<file path="src/rtl/video_axis_pkg.sv">
// Shared types and FIFO entry layout for the video-to-AXI-Stream packer.
package video_axis_pkg;

  typedef enum logic [1:0] {
    WAIT_SOF = 2'd0,
    PASS     = 2'd1,
    DROP     = 2'd2
  } state_t;

  // FIFO entry layout: {tuser, tlast, tkeep, tdata}, with tdata at bit 0.
  function automatic int keep_lsb(input int data_bits, input int ppc);
    return data_bits * ppc;
  endfunction

  function automatic int last_bit(input int data_bits, input int ppc);
    return data_bits * ppc + ppc;
  endfunction

  function automatic int user_bit(input int data_bits, input int ppc);
    return data_bits * ppc + ppc + 1;
  endfunction

  function automatic int entry_bits(input int data_bits, input int ppc);
    return data_bits * ppc + ppc + 2;
  endfunction

endpackage

</file>
<file path="src/rtl/sync_fifo.sv">
// First-word fall-through synchronous FIFO, 2**AW entries of DW bits.
module sync_fifo #(
  parameter int DW = 8,
  parameter int AW = 4
) (
  input  logic          clk,
  input  logic          rst,
  input  logic          push,
  input  logic [DW-1:0] wdata,
  input  logic          pop,
  output logic [DW-1:0] rdata,
  output logic          full,
  output logic          empty,
  output logic [AW:0]   count
);

  logic [DW-1:0] mem [0:(1<<AW)-1];
  logic [AW:0]   wr_ptr;
  logic [AW:0]   rd_ptr;
  logic          do_push;
  logic          do_pop;

  // Extra pointer MSB distinguishes full from empty when the indices match.
  assign empty   = (wr_ptr == rd_ptr);
  assign full    = (wr_ptr[AW] != rd_ptr[AW]) && (wr_ptr[AW-1:0] == rd_ptr[AW-1:0]);
  assign do_pop  = pop & ~empty;
  // A pop in the same cycle frees the slot, so a push into a full FIFO still lands.
  assign do_push = push & (~full | do_pop);
  assign count   = wr_ptr - rd_ptr;
  assign rdata   = mem[rd_ptr[AW-1:0]];

  // Pointer update; simultaneous push and pop keep the count unchanged.
  always_ff @(posedge clk or posedge rst) begin
    if (rst) begin
      wr_ptr <= '0;
      rd_ptr <= '0;
    end else begin
      if (do_push) wr_ptr <= wr_ptr + 1'b1;
      if (do_pop)  rd_ptr <= rd_ptr + 1'b1;
    end
  end

  // Storage write; contents need no reset because the pointers gate visibility.
  always_ff @(posedge clk) begin
    if (do_push) mem[wr_ptr[AW-1:0]] <= wdata;
  end

endmodule

</file>
<file path="src/rtl/video_to_axis_pack.sv">
// Packs PPC video pixels per AXI-Stream beat, buffers beats in a FIFO and
// drops the remainder of a frame after a FIFO overflow.
module video_to_axis_pack
  import video_axis_pkg::*;
#(
  parameter int DATA_BITS = 8,
  parameter int PPC       = 2,
  parameter int ADDR_BITS = 4,
  parameter int VSYNC_POL = 1,
  parameter int CNT_BITS  = 16
) (
  input  logic                     aclk,
  input  logic                     areset,
  input  logic                     vid_vsync,
  input  logic                     vid_active_video,
  input  logic [DATA_BITS-1:0]     vid_data,
  output logic [PPC*DATA_BITS-1:0] m_axis_tdata,
  output logic [PPC-1:0]           m_axis_tkeep,
  output logic                     m_axis_tvalid,
  input  logic                     m_axis_tready,
  output logic                     m_axis_tlast,
  output logic                     m_axis_tuser,
  input  logic                     clr_status,
  output logic                     overflow,
  output logic [CNT_BITS-1:0]      dropped_frames,
  output logic [CNT_BITS-1:0]      frame_count
);

  localparam int PD       = PPC * DATA_BITS;
  localparam int EW       = entry_bits(DATA_BITS, PPC);
  localparam int KEEP_LSB = keep_lsb(DATA_BITS, PPC);
  localparam int LAST_BIT = last_bit(DATA_BITS, PPC);
  localparam int USER_BIT = user_bit(DATA_BITS, PPC);
  localparam int IW       = (PPC > 1) ? $clog2(PPC) : 1;
  localparam logic [IW-1:0] LAST_IDX = IW'(PPC - 1);

  state_t              state, state_nx;
  logic                vsync_r, active_r;
  logic [DATA_BITS-1:0] data_r;
  logic [PD-1:0]       pack_data, pack_data_nx, beat_data;
  logic [PPC-1:0]      pack_keep, pack_keep_nx, beat_keep;
  logic [IW-1:0]       idx, idx_nx;
  logic                sof_pending, sof_pending_nx;
  logic                sof, line_end, push, pop, lost, drop_inc;
  logic                beat_last, beat_user;
  logic [EW-1:0]       wdata, rdata, rd_gated;
  logic                fifo_full, fifo_empty;
  logic [ADDR_BITS:0]  fifo_count;

  assign sof      = (VSYNC_POL != 0) ? (vid_vsync & ~vsync_r) : (~vid_vsync & vsync_r);
  assign line_end = active_r & ~vid_active_video;
  assign pop      = m_axis_tvalid & m_axis_tready;

  // Input stage: one register level on the raw video timing.
  always_ff @(posedge aclk or posedge areset) begin
    if (areset) begin
      vsync_r  <= 1'b0;
      active_r <= 1'b0;
      data_r   <= '0;
    end else begin
      vsync_r  <= vid_vsync;
      active_r <= vid_active_video;
      data_r   <= vid_data;
    end
  end

  // FSM state and packer registers.
  always_ff @(posedge aclk or posedge areset) begin
    if (areset) begin
      state       <= WAIT_SOF;
      pack_data   <= '0;
      pack_keep   <= '0;
      idx         <= '0;
      sof_pending <= 1'b0;
    end else begin
      state       <= state_nx;
      pack_data   <= pack_data_nx;
      pack_keep   <= pack_keep_nx;
      idx         <= idx_nx;
      sof_pending <= sof_pending_nx;
    end
  end

  // Next state, beat assembly and push decision.
  always_comb begin
    beat_data = pack_data;
    beat_keep = pack_keep;
    if (active_r) begin
      beat_data[idx*DATA_BITS +: DATA_BITS] = data_r;
      beat_keep[idx] = 1'b1;
    end
    state_nx       = state;
    pack_data_nx   = pack_data;
    pack_keep_nx   = pack_keep;
    idx_nx         = idx;
    sof_pending_nx = sof_pending | sof;
    push           = 1'b0;
    lost           = 1'b0;
    drop_inc       = 1'b0;
    beat_user      = sof_pending;
    // A frame start cuts any partial beat short, so it also closes the line.
    beat_last      = line_end | (sof & (beat_keep != '0));
    case (state)
      WAIT_SOF: begin
        pack_data_nx = '0;
        pack_keep_nx = '0;
        idx_nx       = '0;
        if (sof) state_nx = PASS;
      end
      PASS: begin
        push = (active_r & ((idx == LAST_IDX) | line_end)) | (sof & (beat_keep != '0));
        if (push) begin
          pack_data_nx   = '0;
          pack_keep_nx   = '0;
          idx_nx         = '0;
          // The pushed beat consumed the old flag; a new frame start re-arms it.
          sof_pending_nx = sof;
          if (fifo_full && !pop) begin
            lost     = 1'b1;
            state_nx = DROP;
          end
        end else if (active_r) begin
          pack_data_nx = beat_data;
          pack_keep_nx = beat_keep;
          idx_nx       = idx + 1'b1;
        end
      end
      DROP: begin
        pack_data_nx = '0;
        pack_keep_nx = '0;
        idx_nx       = '0;
        if (sof) begin
          state_nx = PASS;
          drop_inc = 1'b1;
        end
      end
      default: state_nx = WAIT_SOF;
    endcase
  end

  // FIFO entry packing in the shared field layout.
  always_comb begin
    wdata                       = '0;
    wdata[PD-1:0]               = beat_data;
    wdata[KEEP_LSB +: PPC]      = beat_keep;
    wdata[LAST_BIT]             = beat_last;
    wdata[USER_BIT]             = beat_user;
  end

  sync_fifo #(
    .DW (EW),
    .AW (ADDR_BITS)
  ) u_fifo (
    .clk   (aclk),
    .rst   (areset),
    .push  (push & ~lost),
    .wdata (wdata),
    .pop   (pop),
    .rdata (rdata),
    .full  (fifo_full),
    .empty (fifo_empty),
    .count (fifo_count)
  );

  // Outputs read zero whenever no beat is presented.
  assign m_axis_tvalid = (fifo_count != '0);
  assign rd_gated      = fifo_empty ? '0 : rdata;
  assign m_axis_tdata  = rd_gated[PD-1:0];
  assign m_axis_tkeep  = rd_gated[KEEP_LSB +: PPC];
  assign m_axis_tlast  = rd_gated[LAST_BIT];
  assign m_axis_tuser  = rd_gated[USER_BIT];

  // Status: overflow sticky, saturating drop counter, wrapping frame counter.
  always_ff @(posedge aclk or posedge areset) begin
    if (areset) begin
      overflow       <= 1'b0;
      dropped_frames <= '0;
      frame_count    <= '0;
    end else begin
      if (lost)            overflow <= 1'b1;
      else if (clr_status) overflow <= 1'b0;
      if (drop_inc) begin
        if (clr_status)          dropped_frames <= CNT_BITS'(1);
        else if (!(&dropped_frames)) dropped_frames <= dropped_frames + 1'b1;
      end else if (clr_status) begin
        dropped_frames <= '0;
      end
      if (sof) frame_count <= frame_count + 1'b1;
    end
  end

endmodule

</file>
<file path="config.mk">
export PLATFORM = sky130hd
export DESIGN_NAME = video_to_axis_pack
export DESIGN_NICKNAME = d
export VERILOG_FILES = /design/src/rtl/video_axis_pkg.sv /design/src/rtl/sync_fifo.sv /design/src/rtl/video_to_axis_pack.sv
export SDC_FILE = /design/constraint.sdc
export NUM_CORES = 1
export LEC_CHECK = 0
export CAP_MARGIN = 20
export CORE_MARGIN = 3
export CORE_UTILIZATION = 40
export DETAILED_ROUTE_END_ITERATION = 7
export SLEW_MARGIN = 20
export SYNTH_ARGS = -nofsm -noshare
export SYNTH_HDL_FRONTEND = slang
export SYNTH_SLANG_ARGS = --single-unit
</file>
<file path="constraint.sdc">
create_clock -name aclk -period 5.9 [get_ports aclk]
set_input_delay 0.885 -clock aclk [delete_from_list [all_inputs] [get_ports aclk]]
set_output_delay 0.885 -clock aclk [all_outputs]
set_load 0.05 [all_outputs]
</file>
Word-level counts from Yosys, hierarchy flattened
Memory sizes are Yosys's and may differ from the RTL's. Index checks and enable logic that the tools add are counted. Widths: inputs -> output; s select.

Flip-flop bits (word level): 75. RAM bits: 320. Word-level logic and storage cells: 104. Memories: 1.

Memory list: u_fifo.mem (words 16, bits a word 20, rd ports 1, clocked after memory_dff 0, write ports 1, RTL line sync_fifo.sv:17) `logic [DW-1:0] mem [0:(1<<AW)-1];`.

$add $sub $neg: 7. Order comparisons: 2. Equality and inequality tests: 10. Shift operators: 2. Mux-type cells: 35. Bitwise gates (word level): 19. Reduce and logical (&&, ||, !) cells: 15.

Operators by type and width (count): $mux 16 (7); $neg 4->34 (1); $shift 8x34->16 const A (1); $shiftx 8x34->16 (1); $add 16x1->16 const B (2); $pmux 16 s2 (1); $mux 20 (1); $bwmux 16 (1); $reduce_and 16->1 (1); $mux 1 (15); $mux 2 (6); $add 5x1->5 const B (2); $and 1x1->1 (8); $pmux 2 s2 (2); $reduce_bool 2->1 (4); $ne 2x2->1 const B (3); $eq 5x5->1 (1); $not 1->1 (5); $or 1x1->1 (5); $reduce_bool 5->1 (1); $sub 5x5->5 (1); $eq 4x4->1 (1); $reduce_and 2->1 (2); $logic_and 1x1->1 (3); other kinds (15) (15).

Longest topological paths before layout
Gate-level depths: netlist of the first run.

Depth in word-level cells: 16. Depth in mapped cells: 11. Gate-level depth less buffers: 8.

Hierarchy
A second synthesis of the first run with hierarchy kept.

Cells, all modules: 911. Area total of the unflattened synthesis: 16221.8 um^2.

Modules (own cells, without submodules): sync_fifo (instances 1, cells an instance 619, area each 13021.2 um^2); video_to_axis_pack (instances 1, cells an instance 292, area each 3200.6 um^2).

Worst setup path after synthesis of the first run
No wires, ideal clock.

Kind: flip-flop to flip-flop. Start point: reg u_fifo.rd_ptr[1]. End point: mem u_fifo.mem[0][0] (netlist bit) (enable). Setup time: 0.422 ns. Arrival time: 3.396 ns. Data required time: 5.478 ns. Setup slack: 2.082 ns. Cell stages (with the launch flop): 12. Clock period less this slack: 3.818 ns. Cell sequence: dfrtp_1 -> buf_2 -> buf_1 -> inv_1 -> ha_1 -> and2_1 -> nand3_1 -> or3_1 -> and2_1 -> clkbuf_2 -> nand2_1 -> nor3_1.

Longest elaborated chain between the ends: 13.

Ends and longest elaborated chain: start: declaration (RTL line sync_fifo.sv:19) `logic [AW:0] rd_ptr;`; start signal: assignment (RTL line sync_fifo.sv:39) `if (do_pop) rd_ptr <= rd_ptr + 1'b1;`; $sub 5x5->5 (RTL line sync_fifo.sv:29) `assign count = wr_ptr - rd_ptr;`; $reduce_bool 5->1 (RTL line video_to_axis_pack.sv:166) `assign m_axis_tvalid = (fifo_count != '0);`; $and 1x1->1 (RTL line video_to_axis_pack.sv:52) `assign pop = m_axis_tvalid & m_axis_tready;`; $logic_not 1->1 (RTL line video_to_axis_pack.sv:118) `if (fifo_full && !pop) begin`; $logic_and 1x1->1 (RTL line video_to_axis_pack.sv:118); $mux 1 (RTL line video_to_axis_pack.sv:118); $mux 1 (RTL line video_to_axis_pack.sv:112) `if (push) begin`; $mux 1 (RTL line video_to_axis_pack.sv:103) `case (state)`; $not 1->1 (RTL line video_to_axis_pack.sv:156) `.push (push & ~lost),`; $and 1x1->1 (RTL line video_to_axis_pack.sv:156); $and 1x1->1 (*) (RTL line sync_fifo.sv:28) `assign do_push = push & (~full | do_pop);`; $mux 1 (*) (RTL line sync_fifo.sv:45) `if (do_push) mem[wr_ptr[AW-1:0]] <= wdata;`; $mux 1 (not written as such) (*) (RTL line sync_fifo.sv:45); end: declaration (RTL line sync_fifo.sv:17).

Every way passes the cells marked *; elsewhere a longest branch is shown, timed or not.

Final worst setup path of the first run
Start point: reg u_fifo.rd_ptr[0]. End point: out m_axis_tdata[3].

Longest elaborated chain between the ends: 2.

Ends and longest elaborated chain: $mem_v2 16x20 / $eq 5x5->1 (equally long branches); $mux 20 (*) (RTL line video_to_axis_pack.sv:167) `assign rd_gated = fifo_empty ? '0 : rdata;`; end: declaration (RTL line video_to_axis_pack.sv:17) `output logic [PPC*DATA_BITS-1:0] m_axis_tdata,`.

Marks and branches as above.

==> key figures, run 1 <==
Run status
  • Run status: complete, no violations

CTS
  • Clock Sinks: 395
  • H-tree levels: 2
  • Worst-path clk slew: 60 ps
  • Setup bufs post-CTS: 0
  • Post_cts resized: 0
  • Later-pin clock latency in the skew report: 540 ps
  • CTS Buffer Depth: 3
  • Num CTS Buffers: 43
  • Clock root cell: clkbuf_16
  • Hold Buf Count CTS: 0
  • CTS tree: built

Timing
  • Final Critical Period: 4690 ps
  • Final period utilization: 79.6%
  • Slew headroom: 35.9%
  • Clk_skew: 14.0 ps
  • Final hold violations: 0
  • Max Freq: 213 MHz
  • Worst-Margin Slew: 961 ps
  • Unrepaired setup endpoints after global routing: no
  • Final setup viols: 0
  • Fin Setup TNS: 0 ps
  • Slew Viols, Final: 0
  • Final WS setup: 1210 ps

Logic synthesis
  • Post-synth ARST share: 19.0%
  • Register area share after synthesis: 73.0%
  • Synth unique cells: 42
  • Syn avg cell area: 19.5 um^2
  • YS warnings: 0
  • Post-synthesis net count: 831
  • Main flop type after synthesis: edfxtp_1
  • Post-synthesis instance total: 806
  • Synthesized cell area: 15700 um^2
  • Number of flops mapped to enable cells by yosys: 320
  • #FFs+latches synth: 395

Floorplanning
  • Die height: 204 um
  • Initial Utilization: 40.6%
  • Std-Cell Core Area: 38700 um^2
  • Row cnt: 72
  • Total die area: 41800 um^2
  • Die width: 204 um
  • # IOs: 68

Final layout
  • Nets: 939
  • Finished Core Util: 47.9%
  • Layout cell share with drive strength beyond 1: 24.2%
  • Design area: 18600 um^2
  • Area delta synth->final: 18.0%

Power
  • Clock network power share: 27.6%
  • PD cells: 499 nW/um^2
  • Gate power share: 33.3%
  • Switching power: 3.03 mW
  • Int Power: 6.23 mW
  • Max VDD drop: 0.312 mV
  • Seq pwr share: 39.1%
  • Sw frac: 32.7%
  • Lkg Pwr: 6.36 nW
  • Tot Pwr: 9.27 mW

Global route
  • GRT Util Overall: 16.1%
  • Largest net degree at the start of global routing: 76
  • Total congestion overflow: 0
  • Vias in the first global route: 8085
  • First-pass GRT wire length: 50300 um
  • Initial antenna violation count: 0

Worst setup path
  • CP Launch Type: flop
  • FF-to-FF path depth: 9
  • WS Path Type: flop to primary output
  • Most frequent CP cell: mux4_2
  • CP arrival: 3810 ps
  • Cells along the critical path: buf_4 > mux4_2 > mux4_2 > nor2b_1 > clkdlybuf4s50_1
  • Slowest stage delay, CP: 880 ps
  • Worst setup EP type: primary output
  • Worst path slowest cell: dfrtp_4
  • Max Fanout on Critical Path: 36
  • Worst EP required: 5020 ps

Routing
  • Iter 0 DRT Violations: 480
  • DR WL/cell: 22.4 um
  • Drc violations: 0
  • DR pass1 iterations: 5
  • DRT antenna net count: 0
  • WL final: 32900 um
  • Via/cell ratio: 5.32
  • Vias: 7803

Min path
  • WHS Path Cells: 1
  • Hold WC Path Type: flop to flop

Placed design
  • Port-buffer cells: 67
  • Dpl cell area: 17200 um^2
  • GP Congestion: 0.712
  • Post-place setup slack: 1680 ps
  • HPWL Detailed: 19300 um

Job
  • Max Cap Viol: 0
metal layers:
metal  up-vias  wire length [um]  global-route usage (%)
met5         -                 0                       0
met4         0               443                    3.61
met3        35              1690                    2.76
met2       198             15600                    25.8
met1      4120             15100                    23.4
li1       3450                 -                       -
through the flow:
step	instances	hold WS (ps)
after floorplan	806	460
after global placement	1387	469
after detailed placement	1387	466
after CTS	1465	481
after global routing	1465	492
final	1466	472
path summary, 6_finish.rpt:
| path | start | endpoint | slack [ps] |
|---|---|---|---|
| hold / removal | frame_count[15] | frame_count[15] | 470 |
| setup / recovery | u_fifo.rd_ptr[0] | m_axis_tdata[3] | 1210 |
| min in group asynchronous | areset | dropped_frames[8] | 970 |
| max in group asynchronous | areset | u_fifo.rd_ptr[1] | 4220 |
| setup reg to reg | u_fifo.rd_ptr[1] | u_fifo.mem[10][11] | 2350 |
| hold reg to reg | frame_count[15] | frame_count[15] | 470 |
cells in the final DEF, fill, tap and decap left out, types with 12 or more instances in the layout:
master           instances
inv_1                   13
a32o_1                  15
edfxtp_1               320
xnor2_1                 24
mux4_2                 100
mux2_2                  17
nor2_1                  27
dfrtp_1                 73
xor2_1                  16
clkdlybuf4s50_1         67
buf_4                   29
nor2b_1                 23
nand4_1                 12
clkbuf_16               45
nand2_1                 26
nand3_1                 14
nor2_2                  13
cells in the mapped netlist, drive strengths merged (3+ instances only):
cell type / n / area share (%)
xor2: 16 / 0.89
and2: 5 / 0.20
a32o: 15 / 0.95
inv: 14 / 0.33
o211ai: 3 / 0.14
a21oi: 3 / 0.095
edfxtp: 320 / 61
nor3: 11 / 0.35
ha: 11 / 0.87
mux4: 100 / 14
nor2: 40 / 0.95
clkbuf: 11 / 0.27
nand2b: 5 / 0.20
mux2: 17 / 1.2
a22oi: 3 / 0.14
dfrtp: 75 / 12
nand2: 26 / 0.62
nor2b: 23 / 0.91
o21ai: 7 / 0.22
a21o: 3 / 0.14
buf: 23 / 0.69
nand3: 14 / 0.45
and3: 5 / 0.20
nand4: 12 / 0.48
xnor2: 24 / 1.3
power by group through the flow:
stage / Clock, mW / Combinational, mW / Sequential (mW)
finish: 2.56 / 3.09 / 3.62
global route: 2.74 / 3.29 / 3.67
CTS: 2.62 / 3.15 / 3.63
detailed placement: 0 / 3.15 / 3.68
global placement: 0 / 3.13 / 3.68
floorplan: 0 / 2.30 / 3.56
logic make-up after synthesis:
logic type                 synth area share (%)
xor gates and xnor gates                   2.23
DFF                                        73.0
AOI/OAI and AO/OA                          1.88
and+or+nand+nor                            5.14
buffers and inverters                      1.30
muxes                                      15.6
adders and majority gates                 0.875
final cells by class:
class	instances	area, um^2
diodes	1	2.50
clock buffers	59	1210
fillers	3262	20200
well taps	518	648
inverters	14	53.8
multi-input cells	363	4100
flip-flops and latches	395	11500
clock inverters	19	158
repair buffers	97	908
registers in the layout, summed over array words and instances, names as in the netlist:
name / flops
data_r: 8
pack_data: 16
frame_count: 16
overflow: 1
active_r: 1
pack_keep: 2
u_fifo.mem: 320
vsync_r: 1
state: 2
u_fifo.wr_ptr: 5
dropped_frames: 16
beat_user: 1
u_fifo.rd_ptr: 5
idx: 1
critical path, delay by kind of cell (launching register included):
kind,cells,cell delay (ps)
buffers and inverters,2,1160
AND/OR/NAND/NOR,1,150
multiplexers,2,1050
flip-flops,1,880
No activity file was read; power rests on OpenSTA's default activity.
==> run 2: changes to the inputs <==
==> constraint.sdc (replaced) <==
create_clock -name aclk -period 4 [get_ports aclk]
set_input_delay 0.6 -clock aclk [delete_from_list [all_inputs] [get_ports aclk]]
set_output_delay 0.6 -clock aclk [all_outputs]
set_load 0.05 [all_outputs]
==> key figures, run 2 (synthesis results as in run 1) <==
Run status
  • Run status: complete, no violations

Final layout
  • Area delta synth->final: 17.5%
  • Nets: 942
  • Most common cell after layout, fill and taps aside: edfxtp_1
  • Leading cell types in the layout, fill and taps excluded: edfxtp_1, mux4_2, dfrtp_1
  • Number of flip-flops in the largest register: 320
  • Post-Layout Cell Count: 1465
  • Design area: 18500 um^2
  • Multi-input gate area: 4100 um^2
  • ANT cells: 0
  • Layout cell share with drive strength beyond 1: 26.5%
  • Layout fillers: 3318
  • Reg area: 11500 um^2

CTS
  • H-tree levels: 2
  • Num CTS Buffers: 41
  • Later-pin clock latency in the skew report: 540 ps
  • CTS tree: built
  • Clock root cell: clkbuf_16
  • Clock Sinks: 395
  • CTS Buffer Depth: 3
  • Post_cts resized: 0
  • Hold Buf Count CTS: 0
  • Worst-path clk slew: 60 ps
  • Setup bufs post-CTS: 0

Floorplanning
  • Std-Cell Core Area: 38700 um^2
  • Total die area: 41800 um^2
  • Initial Utilization: 40.6%
  • Row cnt: 72
  • Die width: 204 um
  • Die height: 204 um
  • # IOs: 68

Timing
  • Unrepaired setup endpoints after global routing: no
  • Final setup viols: 0
  • Worst-Margin Slew: 895 ps
  • Slew headroom: 40.1%
  • Final hold violations: 0
  • Clk_skew: 19.4 ps
  • Slew Viols, Final: 0
  • Fin Setup TNS: 0 ps
  • Final Critical Period: 3620 ps
  • Final period utilization: 90.5%
  • Max Freq: 276 MHz

Placed design
  • Port-buffer cells: 67
  • HPWL Detailed: 20200 um
  • Dpl cell area: 17200 um^2
  • Placed cell count: 1392
  • GP Congestion: 0.748

Worst setup path
  • R2R setup slack: 870 ps
  • WS Path Type: flop to primary output
  • CP arrival: 3020 ps
  • Worst setup EP type: primary output
  • Critical R2R Capture: u_fifo.mem[4][2]
  • CP Launch Type: flop
  • FF-to-FF path depth: 9
  • R2r startpoint: u_fifo.rd_ptr[1]
  • Max Fanout on Critical Path: 47
  • Worst EP required: 3400 ps

Global route
  • Vias in the first global route: 8330
  • Largest net degree at the start of global routing: 48
  • GRT Util Overall: 16.3%
  • Initial antenna violation count: 0
  • First-pass GRT wire length: 51700 um
  • Total congestion overflow: 0

Job
  • Max Cap Viol: 0

Routing
  • Iter 0 DRT Violations: 716
  • DRT antenna net count: 0
  • Vias: 7830
  • Via/cell ratio: 5.34
  • Drc violations: 0
  • DR WL/cell: 22.4 um
  • DR pass1 iterations: 4
  • WL final: 32800 um

Power
  • Max VDD drop: 0.433 mV
  • PD cells: 735 nW/um^2
  • Lkg Pwr: 6.36 nW

Min path
  • Hold WC Path Type: primary input to asynchronous set/reset pin
## run 2: worst max-delay path by stage
| stage | start | to | slack (ps) | cells past startpoint |
|---|---|---|---|---|
| floorplan | u_fifo.rd_ptr[1] | u_fifo.mem[0][0] | 180 | 11 |
| detailed placement | vid_vsync | u_fifo.mem[0][7] | 790 | 9 |
| global route | u_fifo.rd_ptr[0] | m_axis_tdata[3] | 260 | 5 |
| CTS | u_fifo.rd_ptr[1] | m_axis_tdata[13] | 340 | 5 |
| finish | u_fifo.rd_ptr[1] | m_axis_tdata[12] | 380 | 5 |
| global placement | vid_vsync | u_fifo.mem[10][8] | 820 | 9 |
## run 2: power breakdown
part           internal (mW)  leakage (nW)  total [mW]  switching, mW
Sequential              4.96          3.93        5.31          0.348
Combinational           1.95          1.81        4.65           2.70
Clock                   2.13         0.624        3.63           1.50
## run 2: final cells by class
| class | count | area share, % |
|---|---|---|
| sequential | 395 | 62.2 |
| inverter | 14 | 0.291 |
| tap | 518 | 3.50 |
| timing repair buffer | 102 | 4.97 |
| clock inverter | 19 | 0.995 |
| clock buffer | 54 | 5.92 |
| multi-input combinational | 363 | 22.2 |
## run 2: stage by stage
| step | worst slack [ps] | hold WS [ps] | util, % | power (mW) |
|---|---|---|---|---|
| 5_1_grt | 257 | 414 | 47.7 | 14.2 |
| 3_3_place_gp | 822 | 468 | 44.4 | 10.1 |
| 2_1_floorplan | 182 | 460 | - | 8.64 |
| 6_report | 380 | 391 | 47.7 | 13.6 |
| 4_1_cts | 341 | 383 | 47.7 | 13.8 |
| 3_5_place_dp | 794 | 463 | 44.4 | 10.1 |
## run 2: routing by layer
metal	wire, um	up-vias	track usage (%)	share of wire (%)
met5	0	-	0	0
met4	498	0	3.61	1.5
met3	1540	33	2.68	4.7
met2	15900	197	26.0	48
met1	14900	4155	23.8	45
li1	-	3445	-	-
## run 2: critical path, stage by stage (launching register included)
cell,delay (ps)
dfrtp_4,830
buf_12,380
mux4_2,370
mux4_2,530
nor2b_1,160
buf_4,200
==> run 3: changes to the inputs <==
--- a/config.mk
+++ b/config.mk
@@ -9,6 +9,7 @@
 export CORE_MARGIN = 3
 export CORE_UTILIZATION = 40
 export DETAILED_ROUTE_END_ITERATION = 7
+export PLACE_DENSITY_LB_ADDON = 0.1
 export SLEW_MARGIN = 20
 export SYNTH_ARGS = -nofsm -noshare
 export SYNTH_HDL_FRONTEND = slang
==> constraint.sdc (replaced) <==
create_clock -name aclk -period 4.5 [get_ports aclk]
set_input_delay 0.675 -clock aclk [delete_from_list [all_inputs] [get_ports aclk]]
set_output_delay 0.675 -clock aclk [all_outputs]
set_load 0.05 [all_outputs]
==> key figures, run 3 (synthesis results as in run 1) <==
Routing
  • Via/cell ratio: 5.45
  • DR pass1 iterations: 5
  • Iter 0 DRT Violations: 604
  • DR WL/cell: 24.5 um
  • WL final: 36000 um
  • Drc violations: 0
  • Vias: 7989
  • DRT antenna net count: 0

CTS
  • H-tree levels: 2
  • Num CTS Buffers: 42
  • Later-pin clock latency in the skew report: 530 ps
  • CTS tree: built
  • Clock root cell: clkbuf_16
  • Setup bufs post-CTS: 0
  • Worst-path clk slew: 60 ps
  • CTS Buffer Depth: 3
  • Post_cts resized: 0
  • Clock Sinks: 395
  • Hold Buf Count CTS: 0

Min path
  • Hold WC Path Type: flop to flop

Job
  • Max Cap Viol: 0

Power
  • Lkg Pwr: 6.36 nW
  • Max VDD drop: 0.341 mV
  • PD cells: 655 nW/um^2

Worst setup path
  • Max Fanout on Critical Path: 22
  • Worst EP required: 3830 ps
  • Worst setup EP type: primary output
  • CP Launch Type: flop
  • Worst path slowest cell: clkdlybuf4s50_1
  • Slowest stage delay, CP: 750 ps
  • Crit path buf inv count: 2
  • Most frequent CP cell: mux4_2
  • Family with the most delay on the worst path: buffers and inverters
  • WS Path Type: flop to primary output
  • CP arrival: 3570 ps
  • Cells along the critical path: buf_4 > mux4_2 > mux4_2 > nor2b_1 > clkdlybuf4s50_1

Run status
  • Run status: complete, no violations

Floorplanning
  • Std-Cell Core Area: 38700 um^2
  • Total die area: 41800 um^2
  • # IOs: 68
  • Die height: 204 um
  • Row cnt: 72
  • Initial Utilization: 40.6%
  • Die width: 204 um

Timing
  • Final hold violations: 0
  • Fin Setup TNS: 0 ps
  • Final WS setup: 251 ps
  • Final period utilization: 94.4%
  • Worst-Margin Slew: 906 ps
  • Clk_skew: 17.0 ps
  • Unrepaired setup endpoints after global routing: no
  • Final Critical Period: 4250 ps
  • Final setup viols: 0
  • Max Freq: 235 MHz
  • Slew headroom: 39.4%
  • Slew Viols, Final: 0

Final layout
  • Area delta synth->final: 17.9%
  • Number of flip-flops in the largest register: 320
  • Layout cell share with drive strength beyond 1: 24.6%
  • Most common cell after layout, fill and taps aside: edfxtp_1
  • Nets: 941
  • Leading cell types in the layout, fill and taps excluded: edfxtp_1, mux4_2, dfrtp_1
  • Design area: 18600 um^2

Global route
  • Initial antenna violation count: 1
  • Vias in the first global route: 8621
  • GRT Util Overall: 17.7%
  • Total congestion overflow: 0
  • First-pass GRT wire length: 54800 um
  • Largest net degree at the start of global routing: 58

Placed design
  • GP Congestion: 0.771
  • Dpl cell area: 17300 um^2
  • HPWL Detailed: 22000 um
  • Port-buffer cells: 67
  • Post-place setup slack: 536 ps
-- run 3: cell types whose count changed in the layout (fill, tap and decap cells not counted), sizes merged --
cell,before,now
buf,56,33
bufinv,3,0
clkbuf,54,61
clkdlybuf4s50,46,67
clkinvlp,1,0
diode,0,1
inv,16,15
-- run 3: power breakdown --
part	leakage, nW	switching (mW)	total (mW)	internal [mW]
registers	3.93	0.282	4.69	4.41
logic	1.79	2.42	4.23	1.81
clock network	0.643	1.34	3.22	1.88
total	6.36	4.05	12.1	8.10
-- run 3: worst paths after layout --
check | start | endpoint | slack (ps) | cells after the start
max | u_fifo.rd_ptr[0] | m_axis_tdata[11] | 250 | 5
min reg2reg | pack_data[7] | pack_data[7] | 490 | 1
min in group asynchronous | areset | data_r[3] | 610 | 2
min | pack_data[7] | pack_data[7] | 490 | 1
max reg2reg | u_fifo.rd_ptr[1] | u_fifo.mem[6][12] | 1110 | 9
max in group asynchronous | areset | u_fifo.rd_ptr[1] | 3070 | 3
-- run 3: final cells by class --
class	instances	area, um^2
antenna	1	2.50
clock inverter	14	67.6
inverter	14	55.1
fill	3245	20200
multi-input combinational	363	4100
sequential	395	11500
clock buffer	61	1220
timing repair buffer	100	968
tap	518	648
-- run 3: metrics by stage --
step	hold slack [ps]	util, %	total power, mW	cells
2_1_floorplan	460	-	7.68	806
3_3_place_gp	468	44.6	9.01	1390
3_5_place_dp	477	44.6	9.08	1390
4_1_cts	491	47.9	12.3	1465
5_1_grt	502	47.9	12.7	1465
6_report	486	47.9	12.1	1466
-- run 3: layer usage --
layer  global-route usage [%]  vias to the layer above  wire length (um)
met3                     3.01                       63              1530
li1                         -                     3449                 -
met1                     25.0                     4267             16100
met4                     5.41                        2              1040
met5                        0                        -                20
met2                     28.4                      208             17300
